## config.mk

```make
export PLATFORM = sky130hd
export DESIGN_NAME = chunked_adder
export DESIGN_NICKNAME = d
export VERILOG_FILES = /design/src/rtl/chunked_adder.sv
export SDC_FILE = /design/constraint.sdc
export NUM_CORES = 1
export LEC_CHECK = 0
export ABC_AREA = 1
export BUFFER_PORTS_ARGS = -buffer_cell sky130_fd_sc_hd__buf_2
export CORE_MARGIN = 4
export CORE_UTILIZATION = 40
export CTS_CLUSTER_DIAMETER = 120
export DETAILED_ROUTE_END_ITERATION = 10
export SLEW_MARGIN = 20
export SYNTH_ARGS = -nofsm -noshare
export SYNTH_HDL_FRONTEND = slang
export SYNTH_SLANG_ARGS = --single-unit
```

## constraint.sdc

```tcl
create_clock -name clk -period 3.16 [get_ports clk]
set_input_delay 0.474 -clock clk [delete_from_list [all_inputs] [get_ports clk]]
set_output_delay 0.474 -clock clk [all_outputs]
set_load 0.01 [all_outputs]
```

## src/rtl/chunked_adder.sv

```systemverilog
// Multi-cycle adder/subtractor: ripples CHUNK bits per clock through a registered carry,
// with a valid/ready handshake on both operand and result sides.
module chunked_adder #(
    parameter int unsigned WIDTH = 12,
    parameter int unsigned CHUNK = 3
) (
    input  logic             clk,
    input  logic             rst,
    input  logic             in_valid,
    output logic             in_ready,
    input  logic [WIDTH-1:0] a,
    input  logic [WIDTH-1:0] b,
    input  logic             cin,
    input  logic             sub,
    output logic             out_valid,
    input  logic             out_ready,
    output logic [WIDTH-1:0] sum,
    output logic             cout,
    output logic             ovf
);

    localparam int unsigned NCHUNK = WIDTH / CHUNK;
    localparam int unsigned IDX_W  = (NCHUNK > 1) ? $clog2(NCHUNK) : 1;
    localparam logic [IDX_W-1:0] LAST_IDX = IDX_W'(NCHUNK - 1);

    typedef enum logic [1:0] {
        StIdle,
        StRun,
        StDone
    } state_e;

    state_e           state_q, state_d;
    logic [WIDTH-1:0] a_q, a_d;
    logic [WIDTH-1:0] b_q, b_d;
    logic [WIDTH-1:0] sum_q, sum_d;
    logic             carry_q, carry_d;
    logic             cout_q, cout_d;
    logic             ovf_q, ovf_d;
    logic [IDX_W-1:0] idx_q, idx_d;

    logic [CHUNK-1:0] a_chunk;
    logic [CHUNK-1:0] b_chunk;
    logic [CHUNK-1:0] s_chunk;
    logic             c_chunk;
    logic             c_into_top;

    // One ripple slice; b_q already holds ~B when subtracting.
    always_comb begin
        a_chunk = a_q[idx_q*CHUNK +: CHUNK];
        b_chunk = b_q[idx_q*CHUNK +: CHUNK];
        {c_chunk, s_chunk} = {1'b0, a_chunk} + {1'b0, b_chunk} + (CHUNK+1)'(carry_q);
        // Carry into the slice's top bit, recovered from its sum bit.
        c_into_top = a_chunk[CHUNK-1] ^ b_chunk[CHUNK-1] ^ s_chunk[CHUNK-1];
    end

    always_comb begin
        state_d = state_q;
        a_d     = a_q;
        b_d     = b_q;
        sum_d   = sum_q;
        carry_d = carry_q;
        cout_d  = cout_q;
        ovf_d   = ovf_q;
        idx_d   = idx_q;

        unique case (state_q)
            StIdle: begin
                if (in_valid) begin
                    a_d     = a;
                    b_d     = sub ? ~b : b;
                    carry_d = sub ? 1'b1 : cin;
                    idx_d   = '0;
                    state_d = StRun;
                end
            end
            StRun: begin
                sum_d[idx_q*CHUNK +: CHUNK] = s_chunk;
                carry_d = c_chunk;
                if (idx_q == LAST_IDX) begin
                    cout_d  = c_chunk;
                    ovf_d   = c_into_top ^ c_chunk;
                    idx_d   = '0;
                    state_d = StDone;
                end else begin
                    idx_d = idx_q + 1'b1;
                end
            end
            StDone: begin
                if (out_ready) begin
                    state_d = StIdle;
                end
            end
            default: state_d = StIdle;
        endcase
    end

    always_ff @(posedge clk or posedge rst) begin
        if (rst) begin
            state_q <= StIdle;
            a_q     <= '0;
            b_q     <= '0;
            sum_q   <= '0;
            carry_q <= 1'b0;
            cout_q  <= 1'b0;
            ovf_q   <= 1'b0;
            idx_q   <= '0;
        end else begin
            state_q <= state_d;
            a_q     <= a_d;
            b_q     <= b_d;
            sum_q   <= sum_d;
            carry_q <= carry_d;
            cout_q  <= cout_d;
            ovf_q   <= ovf_d;
            idx_q   <= idx_d;
        end
    end

    always_comb begin
        in_ready  = (state_q == StIdle);
        out_valid = (state_q == StDone);
        sum       = sum_q;
        cout      = cout_q;
        ovf       = ovf_q;
    end

endmodule

```

# --- Yosys cells after proc, flatten, opt, wreduce, memory -nomap -nowiden ---
# Index checks and enable logic that the tools add are counted.
classes:
  n_mul: 1
  mux: 12
  n_reduce_logical: 6
  n_bitwise: 4
  addsub: 4
  shifts: 4
  eq_ne: 6
op_table:
  columns: ["op", "count"]
  rows:
  - ["$neg 4->34", 1]
  - ["$shift 3x34->12 const A", 1]
  - ["$shiftx 3x34->12", 1]
  - ["$shiftx 12x5->3", 2]
  - ["$bwmux 12", 1]
  - ["$mux 12", 1]
  - ["$not 12->12", 1]
  - ["$mux 2", 5]
  - ["$pmux 2 s3", 1]
  - ["$reduce_and 2->1", 3]
  - ["$add 3x3->4", 1]
  - ["$add 4x1->4", 1]
  - ["$eq 2x2->1 const B", 2]
  - ["$mul 2x2->4 const B", 1]
  - ["$ne 2x2->1 const B", 2]
  - ["$pmux 2 s2", 1]
  - ["$reduce_and 3->1", 1]
  - ["$xor 1x1->1", 3]
  - ["$add 2x1->2 const B", 1]
  - ["$eq 2x1->1 const B", 1]
  - ["$logic_not 2->1", 1]
  - ["$mux 1", 2]
  - ["$ne 2x1->1 const B", 1]
  - ["$pmux 1 s2", 1]
  - ["$reduce_bool 2->1", 1]
totals:
  word_cells: 45
  output_inout_bits: 16
  ff_bits: 43

# --- Depth between registers and ports, before layout ---
logic_depth:
  ltp_word: 6
  depth_mapped: 14

# --- Worst setup path after synthesis ---
# No wires, ideal clock.
synth_path:
  path_kind: "register to register"
  startpoint: "register idx_q[0]"
  endpoint: "register sum_q[4], in the netlist sum[4]"
  synth_period_minus_slack_ns: 2.334
  setup_ns: 0.083
  arrival_ns: 2.251
  setup_slack_ns: 0.826
  stages_incl_launch_ff: 12
  path_cell_list: "dfrtp_1 > buf_2 > inv_1 > buf_4 > o21ai_0 > o22ai_1 > fa_1 > inv_1 > fa_1 > inv_1 > nand3_1 > o21ai_0"
synth_via:
  elab_chain_cells: 6
synth_rtl:
  columns: ["element", "line", "rtl"]
  rows:
  - ["from (decl)", "39", "logic [IDX_W-1:0] idx_q, idx_d;"]
  - ["from (signal assigned)", "115", "idx_q <= idx_d;"]
  - ["$mul 2x2->4 *", "49, 50, 77", null]
  - ["$shiftx 12x5->3 (on tied branches)", "49, 50", null]
  - ["$add 3x3->4", "51", "{c_chunk, s_chunk} = {1'b0, a_chunk} + {1'b0, b_chunk} + (CHUNK+1)'(carry_q);"]
  - ["$add 4x1->4", "51", null]
  - ["$shiftx 3x34->12", "77", "sum_d[idx_q*CHUNK +: CHUNK] = s_chunk;"]
  - ["$bwmux 12 *", "77", null]
  - ["to (signal assigned)", "111", "sum_q <= sum_d;"]
  - ["to (decl)", "35", "logic [WIDTH-1:0] sum_q, sum_d;"]
# Every way passes the cells marked *; elsewhere a longest branch is shown, timed or not.
# A chain may end at the register's enable or synchronous reset.

# --- Worst setup path after layout ---
layout_path:
  startpoint: "register idx_q[1]"
  endpoint: "register sum_q[4], in the netlist sum[4]"
# The elaborated chain is that of the path after synthesis.

==> out/results.ini <==
[outcome]
status = completed

[cts]
ctsHoldBuffers = 0
clk_pin_slew_ns = 0.08
cts_resized = 0
cts_tree = yes
clk_path_buf_depth = 2
cts_sinks = 43
cts_root_buf = clkbuf_8
cts_setup_buffers = 0
clkLatencyLatePin_ns = 0.29
cts_made_buffers = 5
ctsHtreeMaxLevel = 2

[routing]
wl_per_cell_um = 11.93
drtAntennaViolNets = 0
num_vias = 1750
wl_met1_um = 2169
wl_um = 4535
drc = 0
wl_met3_um = 211
first_iter_violations = 75
routed.top_layer = met4
dr_wl_met2_um = 2103
dr.pass1.iters = 4
viasPerCell = 4.605

[global_route]
grt_pass1_vias = 1769
grt_max_degree = 44
globalRoute.totalOverflow = 0
track_usage = 0.1401
grt_first_pass_wirelength_um = 7914
antenna_found_initial = 0

[critical_path]
crit_arrival_ns = 2.54
critPathMostFrequentCell = inv_1
worstSetupEndpointType = flip-flop
critPathMaxStageDelay_ns = 0.52
worstSetupPathType = reg -> reg
cp_slowest_cell = dfrtp_1
cp_max_fo = 11
worstPathCellList = inv_1 -> o21ai_0 -> o22ai_1 -> fa_1 -> inv_1 -> fa_1 -> inv_1 -> nand3_1 -> o21ai_0
cp.required_ns = 3.37
start_kind = flip-flop

[sta]
hold_viol = 0
max-slew-margin-rel = 0.6482
final-max-slew-violation-count = 0
min_period_over_period = 0.7366
tightest_slew_ns = 0.5277
fin_skew_ns = 0.008690
period_needed_ns = 2.328
clock.fmax_mhz = 429.6
rsz0062_at_grt = no
setup_viol = 0
setup_tns_ns = 0

[job]
maxCapViolCount = 0

[die]
coreArea_um2 = 5270
die_x_um = 82.83
rows = 26
initial_utilization = 0.4250
die_h_um = 82.83
die-area_um2 = 6860
io_pins = 46

[synthesis]
synth_top_cell_area_share = 0.4804
synthTopCellsByArea = dfrtp_1 (48%), nand2_1 (16%), o21ai_0 (4.9%)
synth_ff_type = dfrtp_1
syn_inst = 264
syn_area_per_cell_um2 = 8.484
yosysTopAreaCell = dfrtp_1
netlist_area_um2 = 2240
synthDistinctLibCells = 25
synthArstFlopShare = 1.000
syn_nets = 304
ys_seq_area_frac = 0.4804
ys_ff_latch = 43
yosysWarnings = 0
synth.most_common_cell = nand2_1
synthTopCellsByCount = nand2_1 (94), dfrtp_1 (43), o21ai_0 (22)
synth-edff-count = 0

[pwr]
p_switching_w = 0.001218
swShare = 0.4511
combPwrFrac = 0.515
powerDensity_nw_per_um2 = 1037
power.internal_w = 0.001482
seq_power_share = 0.345
vdd_drop_max_mv = 0.3645
p_leak_nw = 1.376
clkPwrFrac = 0.139

[placed_design]
placedCellCount = 372
place.gp.congestion = 0.8038
dp_hpwl_um = 3487
portBuffers = 45

[cells_and_area]
instances_no_fill = 380
syn_to_final_growth_pct = 16.20
drive_gt1_frac = 0.2226
antenna_cells = 0
final_nets = 349

[hold_path]
hold_path.class = in -> async

critical path: cells and delay by family, from the launching register on:
| kind | cells | cell delay, ns |
|---|---|---|
| fa+ha+maj | 2 | 0.82 |
| simple gates | 1 | 0.11 |
| compound gates | 3 | 0.39 |
| flops | 1 | 0.52 |
| buf+inv | 3 | 0.40 |
cell families after synthesis:
family / count (synthesis) / synth area share
buffers and inverters: 31 / 0.06760
flip-flops: 43 / 0.4804
AND/OR/NAND/NOR: 129 / 0.2486
adder cells (fa/ha/maj): 10 / 0.06257
AO/OA/AOI/OAI: 39 / 0.09385
XOR/XNOR: 12 / 0.04693
path summary, 6_finish.rpt:
check,end,slack (ns),start,cells after the start
max in group asynchronous,state_q[0]$_DFFE_PP0P_,2.50,rst,3
worst min-delay path,a_q[6]$_DFFE_PP0P_,0.31,rst,3
min in group clk,state_q[1]$_DFFE_PP0P_,0.36,out_ready,2
worst max-delay path,sum[4]$_DFFE_PP0P_,0.83,idx_q[1]$_DFFE_PP0P_,9
worst min register to register,cout$_DFFE_PP0P_,0.47,cout$_DFFE_PP0P_,2
worst max register to register,sum[4]$_DFFE_PP0P_,0.83,idx_q[1]$_DFFE_PP0P_,9
state kept, by name, indices dropped and copies added, names as in the netlist:
signal and flops:
cout 1, sum 12, idx_q 2, a_q 12
b_q 12, ovf 1, carry_q 1, state_q 2
per-layer routing:
metal | vias up | track usage
li1 | 926 | -
met1 | 777 | 0.1803
met2 | 41 | 0.2318
met3 | 6 | 0.03762
met4 | 0 | 0.04012
met5 | - | 0
power groups by stage:
stage	registers, W	clock network (W)	logic (W)
floorplan	0.000929	0	0.00109
global placement	0.000948	0	0.00139
detailed placement	0.000943	0	0.00141
CTS	0.000935	0.000388	0.00141
global route	0.000965	0.000415	0.00162
finish	0.000932	0.000376	0.00139
cell type report:
type,count,area [um^2]
Clock buffer,8,100.1
Fill cell,554,2668
Inverter,21,78.83
Multi-Input combinational cell,190,1012
Sequential cell,43,1076
Tap cell,70,87.58
Timing Repair Buffer,48,247.7
cells in the final DEF (no fill, tap or decap), drive strengths merged:
cell type and n:
nand2 96, nand3b 1, inv 21, nand3 15
nor2 16, a21oi 1, xnor2 12, o21ai 33
fa 2, dfrtp 43, nand4 1, o31ai 1
clkbuf 8, o22ai 4, ha 8, buf 48
per-stage QoR:
stage | utilization | power, W | hold WS, ns | worst slack (ns) | area [um^2]
floorplan | - | 0.002014 | 0.4436 | 0.8263 | 2240
global route | 0.4938 | 0.003004 | 0.3489 | 0.5628 | 2603
detailed placement | 0.4748 | 0.002356 | 0.4571 | 0.8411 | 2502
CTS | 0.4938 | 0.002737 | 0.3148 | 0.8185 | 2603
global placement | 0.4748 | 0.002334 | 0.4606 | 0.8864 | 2502
finish | 0.4938 | 0.002699 | 0.3071 | 0.8323 | 2603
Note: power is estimated with default switching activity, not from simulation.
